$ cat src/rtl/neuron_recall.sv
// Recall-side update unit: serially fetches one weight row, sums the
// weights of active neighbours and thresholds the field into a new state.
module neuron_recall #(
   parameter int N  = 8,
   parameter int AW = 6,
   parameter int FW = 12
) (
   input  logic                  clk,
   input  logic                  rst,
   input  logic                  start,
   input  logic [$clog2(N)-1:0]  i_idx,
   input  logic [N-1:0]          x,
   output logic [AW-1:0]         w_addr,
   output logic                  w_ren,
   input  logic [8:0]            w_rdata,
   output logic                  busy,
   output logic                  done,
   output logic                  x_new,
   output logic signed [FW-1:0]  field
);

   localparam int JW = $clog2(N);

   typedef enum logic [1:0] {
      S_IDLE,
      S_FETCH,
      S_DRAIN
   } state_t;

   state_t r_state;
   state_t w_state_nxt;

   logic [JW-1:0]        r_i;
   logic [JW-1:0]        r_j;
   logic [JW-1:0]        r_tj;
   logic [N-1:0]         r_x;
   logic                 r_tv;
   logic signed [FW-1:0] r_acc;
   logic signed [FW-1:0] r_field;
   logic [AW-1:0]        r_addr;
   logic                 r_ren;
   logic                 r_busy;
   logic                 r_done;
   logic                 r_xnew;

   logic                 w_last;
   logic [JW-1:0]        w_j_inc;
   logic signed [FW-1:0] w_mag;
   logic signed [FW-1:0] w_contrib;
   logic signed [FW-1:0] w_sum;
   logic                 w_xdec;

   assign w_last  = (r_j == JW'(N - 1));
   assign w_j_inc = r_j + 1'b1;
   assign w_mag   = $signed({{(FW-8){1'b0}}, w_rdata[7:0]});

   // Tag travels one cycle behind the address, matching read latency
   always_comb begin
      w_contrib = '0;
      if (r_tv && r_x[r_tj] && (r_tj != r_i)) begin
         w_contrib = w_rdata[8] ? -w_mag : w_mag;
      end
   end

   assign w_sum = r_acc + w_contrib;

   always_comb begin
      w_xdec = r_x[r_i];
      if (w_sum[FW-1]) begin
         w_xdec = 1'b0;
      end else if (w_sum != '0) begin
         w_xdec = 1'b1;
      end
   end

   always_ff @(posedge clk) begin
      if (rst) begin
         r_state <= S_IDLE;
      end else begin
         r_state <= w_state_nxt;
      end
   end

   always_comb begin
      w_state_nxt = r_state;
      unique case (r_state)
         S_IDLE: begin
            if (start) begin
               w_state_nxt = S_FETCH;
            end
         end
         S_FETCH: begin
            if (w_last) begin
               w_state_nxt = S_DRAIN;
            end
         end
         S_DRAIN: begin
            w_state_nxt = S_IDLE;
         end
         default: begin
            w_state_nxt = S_IDLE;
         end
      endcase
   end

   always_ff @(posedge clk) begin
      if (rst) begin
         r_i     <= '0;
         r_j     <= '0;
         r_tj    <= '0;
         r_x     <= '0;
         r_tv    <= 1'b0;
         r_acc   <= '0;
         r_field <= '0;
         r_addr  <= '0;
         r_ren   <= 1'b0;
         r_busy  <= 1'b0;
         r_done  <= 1'b0;
         r_xnew  <= 1'b0;
      end else begin
         r_tv   <= (r_state == S_FETCH);
         r_tj   <= r_j;
         r_done <= (r_state == S_DRAIN);
         unique case (r_state)
            S_IDLE: begin
               if (start) begin
                  r_i    <= i_idx;
                  r_x    <= x;
                  r_acc  <= '0;
                  r_j    <= '0;
                  r_busy <= 1'b1;
                  r_ren  <= 1'b1;
                  r_addr <= AW'({i_idx, {JW{1'b0}}});
               end
            end
            S_FETCH: begin
               r_acc <= w_sum;
               if (w_last) begin
                  r_ren <= 1'b0;
               end else begin
                  r_j    <= w_j_inc;
                  r_addr <= AW'({r_i, w_j_inc});
               end
            end
            S_DRAIN: begin
               r_field <= w_sum;
               r_xnew  <= w_xdec;
               r_acc   <= '0;
               r_busy  <= 1'b0;
            end
            default: begin
               r_busy <= 1'b0;
            end
         endcase
      end
   end

   assign w_addr = r_addr;
   assign w_ren  = r_ren;
   assign busy   = r_busy;
   assign done   = r_done;
   assign x_new  = r_xnew;
   assign field  = r_field;

endmodule

$ cat config.mk
export PLATFORM = sky130hd
export DESIGN_NAME = neuron_recall
export DESIGN_NICKNAME = d
export VERILOG_FILES = /design/src/rtl/neuron_recall.sv
export SDC_FILE = /design/constraint.sdc
export NUM_CORES = 1
export LEC_CHECK = 0
export BUFFER_PORTS_ARGS = -buffer_cell sky130_fd_sc_hd__buf_4
export CORE_MARGIN = 8
export CORE_UTILIZATION = 54
export DETAILED_ROUTE_END_ITERATION = 7
export PLACE_DENSITY = 0.82
export SLEW_MARGIN = 30
export SYNTH_ARGS = -nofsm -noshare
export SYNTH_HDL_FRONTEND = slang
export SYNTH_SLANG_ARGS = --single-unit
$ cat constraint.sdc
create_clock -name clk -period 7.2 [get_ports clk]
set_clock_uncertainty 0.05 [all_clocks]
set_input_delay 1.08 -clock clk [delete_from_list [all_inputs] [get_ports clk]]
set_output_delay 1.08 -clock clk [all_outputs]
set_load 0.005 [all_outputs]
==> impl_results.md, run 1 <==
- Max_slew headroom: 40.6%
- EDFF count, synth: 0
- Initial Utilization: 56.1%
- Site Rows: 25
- 1st-iter DRT viols: 166
- Core Area: 0.00475 mm^2
- Top_reg_cell synth: dfxtp_1
- P&R area growth vs syn: 16.9%
- Cts bufs inserted: 5
- Drt first pass iters: 4
- GRT Overall Usage: 17.9%
- Clk_lat worst skew: 0.30 ns
- Critical Path Most Common Cell: nor2_1
- Finished Core Util: 65.6%
- Ys async rst share: 0%
- Die Width: 86.3 um
- Clock Sinks: 51
- Critical Path Slowest Stage Cell: o21ai_1
- Reg-to-Reg Start: r_tj[0]$_SDFF_PP0_
- Vias per inst: 5.60
- Max Root-Sink Buffers: 2
- Synthesis Warnings: 0
- R2r endpoint: x_new$_SDFFE_PP0P_
- Hold-fix buffers, CTS: 0
- # port buffers: 44
- Die Y: 86.3 um
- # Max-Cap Violations: 0
- Synth top area share: 38.3%
- Wire per inst: 15.1 um
- Crit path time final: 4.20 ns
- Vias: 2339
- Critical Path Sink: x_new$_SDFFE_PP0P_
- Synth area leaders: dfxtp_1, nand2_1, ha_1
- Mapped Area: 0.00267 mm^2
- Layout cells sized above 1: 17.4%
- Antenna Violating Nets Remaining: 0
- Clock root cell: clkbuf_8
- Synth area leader: dfxtp_1
- Post-CTS Setup Inserts: 0
- CP Data Arrival Time: 4.37 ns
- CP peak stage delay: 0.58 ns
- FMAX: 238 MHz
- Critical path's top delay family: compound AO/OA/AOI/OAI gates
- RSZ-0062 raised after global routing: false
- Worst Setup Path Type: reg -> reg
- Final worst path period share: 58.4%
- Pwr dens: 170 mW/mm^2
- Final Hold Viols: 0
- Critical path cell sequence: mux4_2, o311a_1, o21ai_1, nor2_1, ha_1, fa_1, a21o_1, a221o_1, o41ai_1, xnor2_1, nor2_1, nor4b_2, a211oi_1
- Pins Over Slew Limit: 0
- Post-synthesis sequential area ratio: 38.3%
- Static leakage: 0.00139 uW
- Startpoint Class: flop
- Final net count: 388
- Worst slew pin tran: 0.888 ns
- Setup Viol. Count Final: 0
- R2R setup slack: 3.00 ns
- Setup_tns: 0 ns
- Die ar.: 0.00744 mm^2
- Syn Area/Cell: 8.46 um^2
- Status: completed
- Global-route wire length before repair: 10800 um
- Worst IR Drop VDD: 0.000113 V
- Cts repair resizes: 0
- CTS tree: yes
- Largest net degree at the start of global routing: 42
- WP buf/inv: 0
- Post-Syn Instances: 315
- # diodes: 0
- Vias in the first global route: 2292
- HP Class: reg -> reg
- Crit-path max FO: 11
- CP startpoint: r_tj[0]$_SDFF_PP0_
- Final Wtd Congestion: 0.887
- Congestion Overflow GR: 0
- Initial antenna violation count: 0
- HP Start: field[9]$_SDFFE_PP0P_
- Reg2Reg Depth: 13
- Seq cells post-synth: 51
- DRC Markers: 0
- IO Count: 45
- Critical path depth in cells: 13
- Syn_nets: 353
- Clock transition at path regs: 0.09 ns
- CP Capture Type: flop
- Post-Route WL: 6330 um
- HPWL Detailed: 4650 um
- Max H-tree Level: 2
- Count of different cell masters after synthesis: 41
- Worst path required time: 7.37 ns
==> power breakdown <==
group	leakage, uW	switching, uW	internal, uW
logic	0.000922	31.9	28.6
clock network	0.0000484	92.9	78.9
registers	0.000415	7.89	290
total	0.00139	133	398
==> tightest hold or removal path: cells and delay by family (launching register included) <==
kind,cells,cell delay (ns)
AO/OA/AOI/OAI,1,0.05
flip-flops,1,0.32
AND/OR/NAND/NOR,1,0.05
==> per-stage QoR <==
stage / total power (uW) / instances / hold slack (ns) / setup WS [ns] / instance area (um^2)
after floorplan: 340 / 315 / 0.393 / 3.44 / 2670
after global placement: 363 / 410 / 0.397 / 3.12 / 3020
after detailed placement: 365 / 410 / 0.399 / 3.04 / 3020
after CTS: 534 / 418 / 0.412 / 3.00 / 3110
after global routing: 554 / 418 / 0.436 / 2.64 / 3120
final: 531 / 418 / 0.408 / 3.00 / 3120
==> cell usage after synthesis (all sizes together) (2+ instances only) <==
cell type,instances
and3,2
a22oi,2
o41ai,2
or4,2
nand4,2
o21bai,2
xor2,9
mux2i,5
a22o,11
a21o,7
nor3,6
o21ai,9
ha,14
a21oi,31
and2,3
mux4,4
dfxtp,51
nor2b,7
nor2,38
a31oi,2
o311a,2
clkbuf,15
nand2,52
a211oi,7
nand2b,5
xnor2,8
inv,6
==> how the worst min path moves through the flow <==
stage / to / slack, ns / cells past startpoint
finish: field[9]$_SDFFE_PP0P_ / 0.41 / 2
global route: field[1]$_SDFFE_PP0P_ / 0.44 / 2
CTS: field[9]$_SDFFE_PP0P_ / 0.41 / 2
detailed placement: field[9]$_SDFFE_PP0P_ / 0.40 / 2
global placement: field[6]$_SDFFE_PP0P_ / 0.40 / 2
floorplan: r_x[4]$_SDFFE_PP0P_ / 0.39 / 2
==> cells by family (layout without fill, tap and decap cells) <==
group                    Yosys count  count (layout)  synth area share (%)
buffers and inverters             22              58                  3.10
AO/OA/AOI/OAI                     80              80                  19.7
multiplexers                       9               9                  5.26
flip-flops                        51              51                  38.3
XOR/XNOR                          17              17                  5.87
AND/OR/NAND/NOR                  121             121                  20.5
adder cells (fa/ha/maj)           15              15                  7.32
==> area by class of cell <==
type,instances,area [um^2]
tap,67,83.8
multi-input combinational,242,1560
timing repair buffer,44,330
clock inverter,1,8.76
inverter,6,22.5
fill,409,1640
clock buffer,7,86.3
sequential,51,1020
==> registers in the layout, summed over array words and instances, names as in the netlist <==
register  count
busy          1
done          1
field        12
r_acc        12
r_i           3
r_j           2
r_state       2
r_tj          3
r_tv          1
r_x           8
w_addr        4
w_ren         1
x_new         1
==> routing by layer <==
layer	wire [um]	global-route usage, %	vias up
met5	0	0	-
met2	2820	27.8	68
met3	391	4.06	13
met4	113	6.10	0
met1	3000	23.7	1078
li1	-	-	1180
==> layout by cell type (no fill, tap or decap), types with 6 or more instances in the layout <==
cell type / n
a21oi_1: 31
nor2_1: 35
nor2b_1: 7
xor2_1: 9
xnor2_1: 7
a22o_1: 11
o21ai_0: 7
ha_1: 14
a211oi_1: 7
clkbuf_8: 6
nand2_1: 52
inv_1: 6
dfxtp_1: 51
nor3_1: 6
buf_4: 44
a21o_1: 7
Note: power is estimated with default switching activity, not from simulation.
==> inputs of run 2 (changes only) <==
- CORE_UTILIZATION: 54 -> 50
- PLACE_DENSITY: 0.82 -> 0.8
- clock period: 7.2 -> 3.55 ns (I/O delays scaled with it)
==> run 2 against run 1 <==
Wire length rose by 0.28%. Global-route usage fell by 1.2 points. First-iteration DRC count fell by 27%. Maximum frequency rose by 18%. Design area rose by 3.0%. Clock power rose by 100%. The run now ends with setup timing left. Register-to-register slack got worse by 3.0 ns.
==> impl_results.md, run 2 (same netlist as run 1, synthesis figures left out) <==
- Congestion Overflow GR: 0
- Worst path required time: 3.67 ns
- Vias: 2328
- WHS: 0.412 ns
- Post-Route WL: 6350 um
- Gr busiest metal: met2
- Worst Setup Path Type: reg -> reg
- Cts bufs inserted: 5
- HPWL Detailed: 4790 um
- Largest net degree at the start of global routing: 42
- Status: finished, violations left
- Met1 GRT Util: 22.9%
- Final net count: 396
- Static leakage: 0.00143 uW
- # port buffers: 44
- Max_slew headroom: 40.0%
- Setup Viol. Count Final: 1
- Final worst path period share: 100%
- Final Hold Viols: 0
- Final Wtd Congestion: 0.930
- Max H-tree Level: 2
- PnR worst setup slack: -0.00567 ns
- HP Class: reg -> reg
- 1st-iter DRT viols: 121
- Vias in the first global route: 2202
- FMAX: 281 MHz
- IO Count: 45
- Failing checks: setup timing
- RSZ-0062 raised after global routing: true
- Grt met2 use: 24.8%
- Wire per inst: 14.8 um
- Die Y: 89.0 um
- Clock root cell: clkbuf_8
- Crit path time final: 3.56 ns
- DP Area: 0.00308 mm^2
- Antenna Violating Nets Remaining: 0
- Pins Over Slew Limit: 0
- Final instance area: 0.00321 mm^2
- R2R setup slack: -0.006 ns
- Core Area: 0.00514 mm^2
- Vias per inst: 5.43
- Clock Sinks: 51
- Critical Path Sink: x_new$_SDFFE_PP0P_
- CTS tree: yes
- CP Data Arrival Time: 3.68 ns
- Reg-to-Reg Start: r_tj[0]$_SDFF_PP0_
- # diodes: 0
- P&R area growth vs syn: 20.5%
- Worst slew pin tran: 0.897 ns
- Commonest non-fill, non-tap cells in the layout: nand2_1, buf_4, dfxtp_1, nor2_1, a21oi_1
- Finished Core Util: 62.5%
- # Max-Cap Violations: 0
- Initial antenna violation count: 0
- DRC Markers: 0
- Clock transition at path regs: 0.09 ns
- Die ar.: 0.00792 mm^2
- Die Width: 89.0 um
- CP startpoint: r_tj[0]$_SDFF_PP0_
- Worst IR Drop VDD: 0.000245 V
- Crit-path max FO: 3
- Commonest non-fill, non-tap cell in the layout: nand2_1
- Pwr dens: 336 mW/mm^2
- Clk_lat worst skew: 0.30 ns
- CP Capture Type: flop
- Global-route wire length before repair: 10500 um
- Reg2Reg Depth: 13
- GRT Overall Usage: 16.7%
- Drt first pass iters: 4
- Layout cells sized above 1: 20.9%
- Pre-CTS WS: 0.00483 ns
- Initial Utilization: 51.9%
- Met3 usage: 3.77%
- Total power: 1080 uW
- Site Rows: 26
- Startpoint Class: flop
- Max Root-Sink Buffers: 2
- R2r endpoint: x_new$_SDFFE_PP0P_
## run 2: final cells by class
class	count	area [um^2]
clock buffers	7	86.3
clock inverters	1	8.76
fillers	470	1930
inverters	6	22.5
multi-input cells	242	1590
flip-flops and latches	51	1020
well taps	70	87.6
repair buffers	52	394
## run 2: how the worst min path moves through the flow
| stage | cells past startpoint | slack [ns] | start | to |
|---|---|---|---|---|
| after floorplan | 2 | 0.39 | r_x[4]$_SDFFE_PP0P_ | r_x[4]$_SDFFE_PP0P_ |
| after global placement | 2 | 0.39 | field[9]$_SDFFE_PP0P_ | field[9]$_SDFFE_PP0P_ |
| after detailed placement | 2 | 0.40 | field[4]$_SDFFE_PP0P_ | field[4]$_SDFFE_PP0P_ |
| after CTS | 2 | 0.41 | field[8]$_SDFFE_PP0P_ | field[8]$_SDFFE_PP0P_ |
| after global routing | 3 | 0.42 | x[2] | r_x[2]$_SDFFE_PP0P_ |
| final | 2 | 0.41 | field[8]$_SDFFE_PP0P_ | field[8]$_SDFFE_PP0P_ |
## run 2: through the flow
step | cells | setup TNS [ns]
2_1_floorplan | 315 | 0
3_3_place_gp | 420 | 0
3_5_place_dp | 420 | 0
4_1_cts | 428 | 0
5_1_grt | 429 | -0.144
6_report | 429 | -0.00567
## run 2: critical path, stage by stage (launching register included)
cell      delay (ns)
dfxtp_4         0.37
mux4_2          0.50
o311a_1         0.15
o21ai_2         0.20
nor2_1          0.07
ha_2            0.20
fa_2            0.35
a21o_1          0.19
a221o_1         0.34
nor2_2          0.17
xnor2_2         0.09
or4_4           0.48
nor4b_2         0.21
a211oi_1        0.07
## run 2: power breakdown
group	internal, uW	total [uW]	switching (uW)
registers	589	604	15.1
clock network	160	348	188
logic	60.6	126	65.4
## run 2: layer usage
| layer | up-vias | wire (um) |
|---|---|---|
| li1 | 1192 | - |
| met1 | 1079 | 3200 |
| met2 | 46 | 2710 |
| met3 | 11 | 332 |
| met4 | 0 | 104 |
| met5 | - | 0 |
## run 2: repair_timing
action | CTS | global route
resized for setup | 1 | 6
hold buffers | 0 | 0
gates cloned | 0 | 0
pin swaps | 1 | 2
setup buffers | 0 | 1
endpoints found under the setup margin | 1 | 1
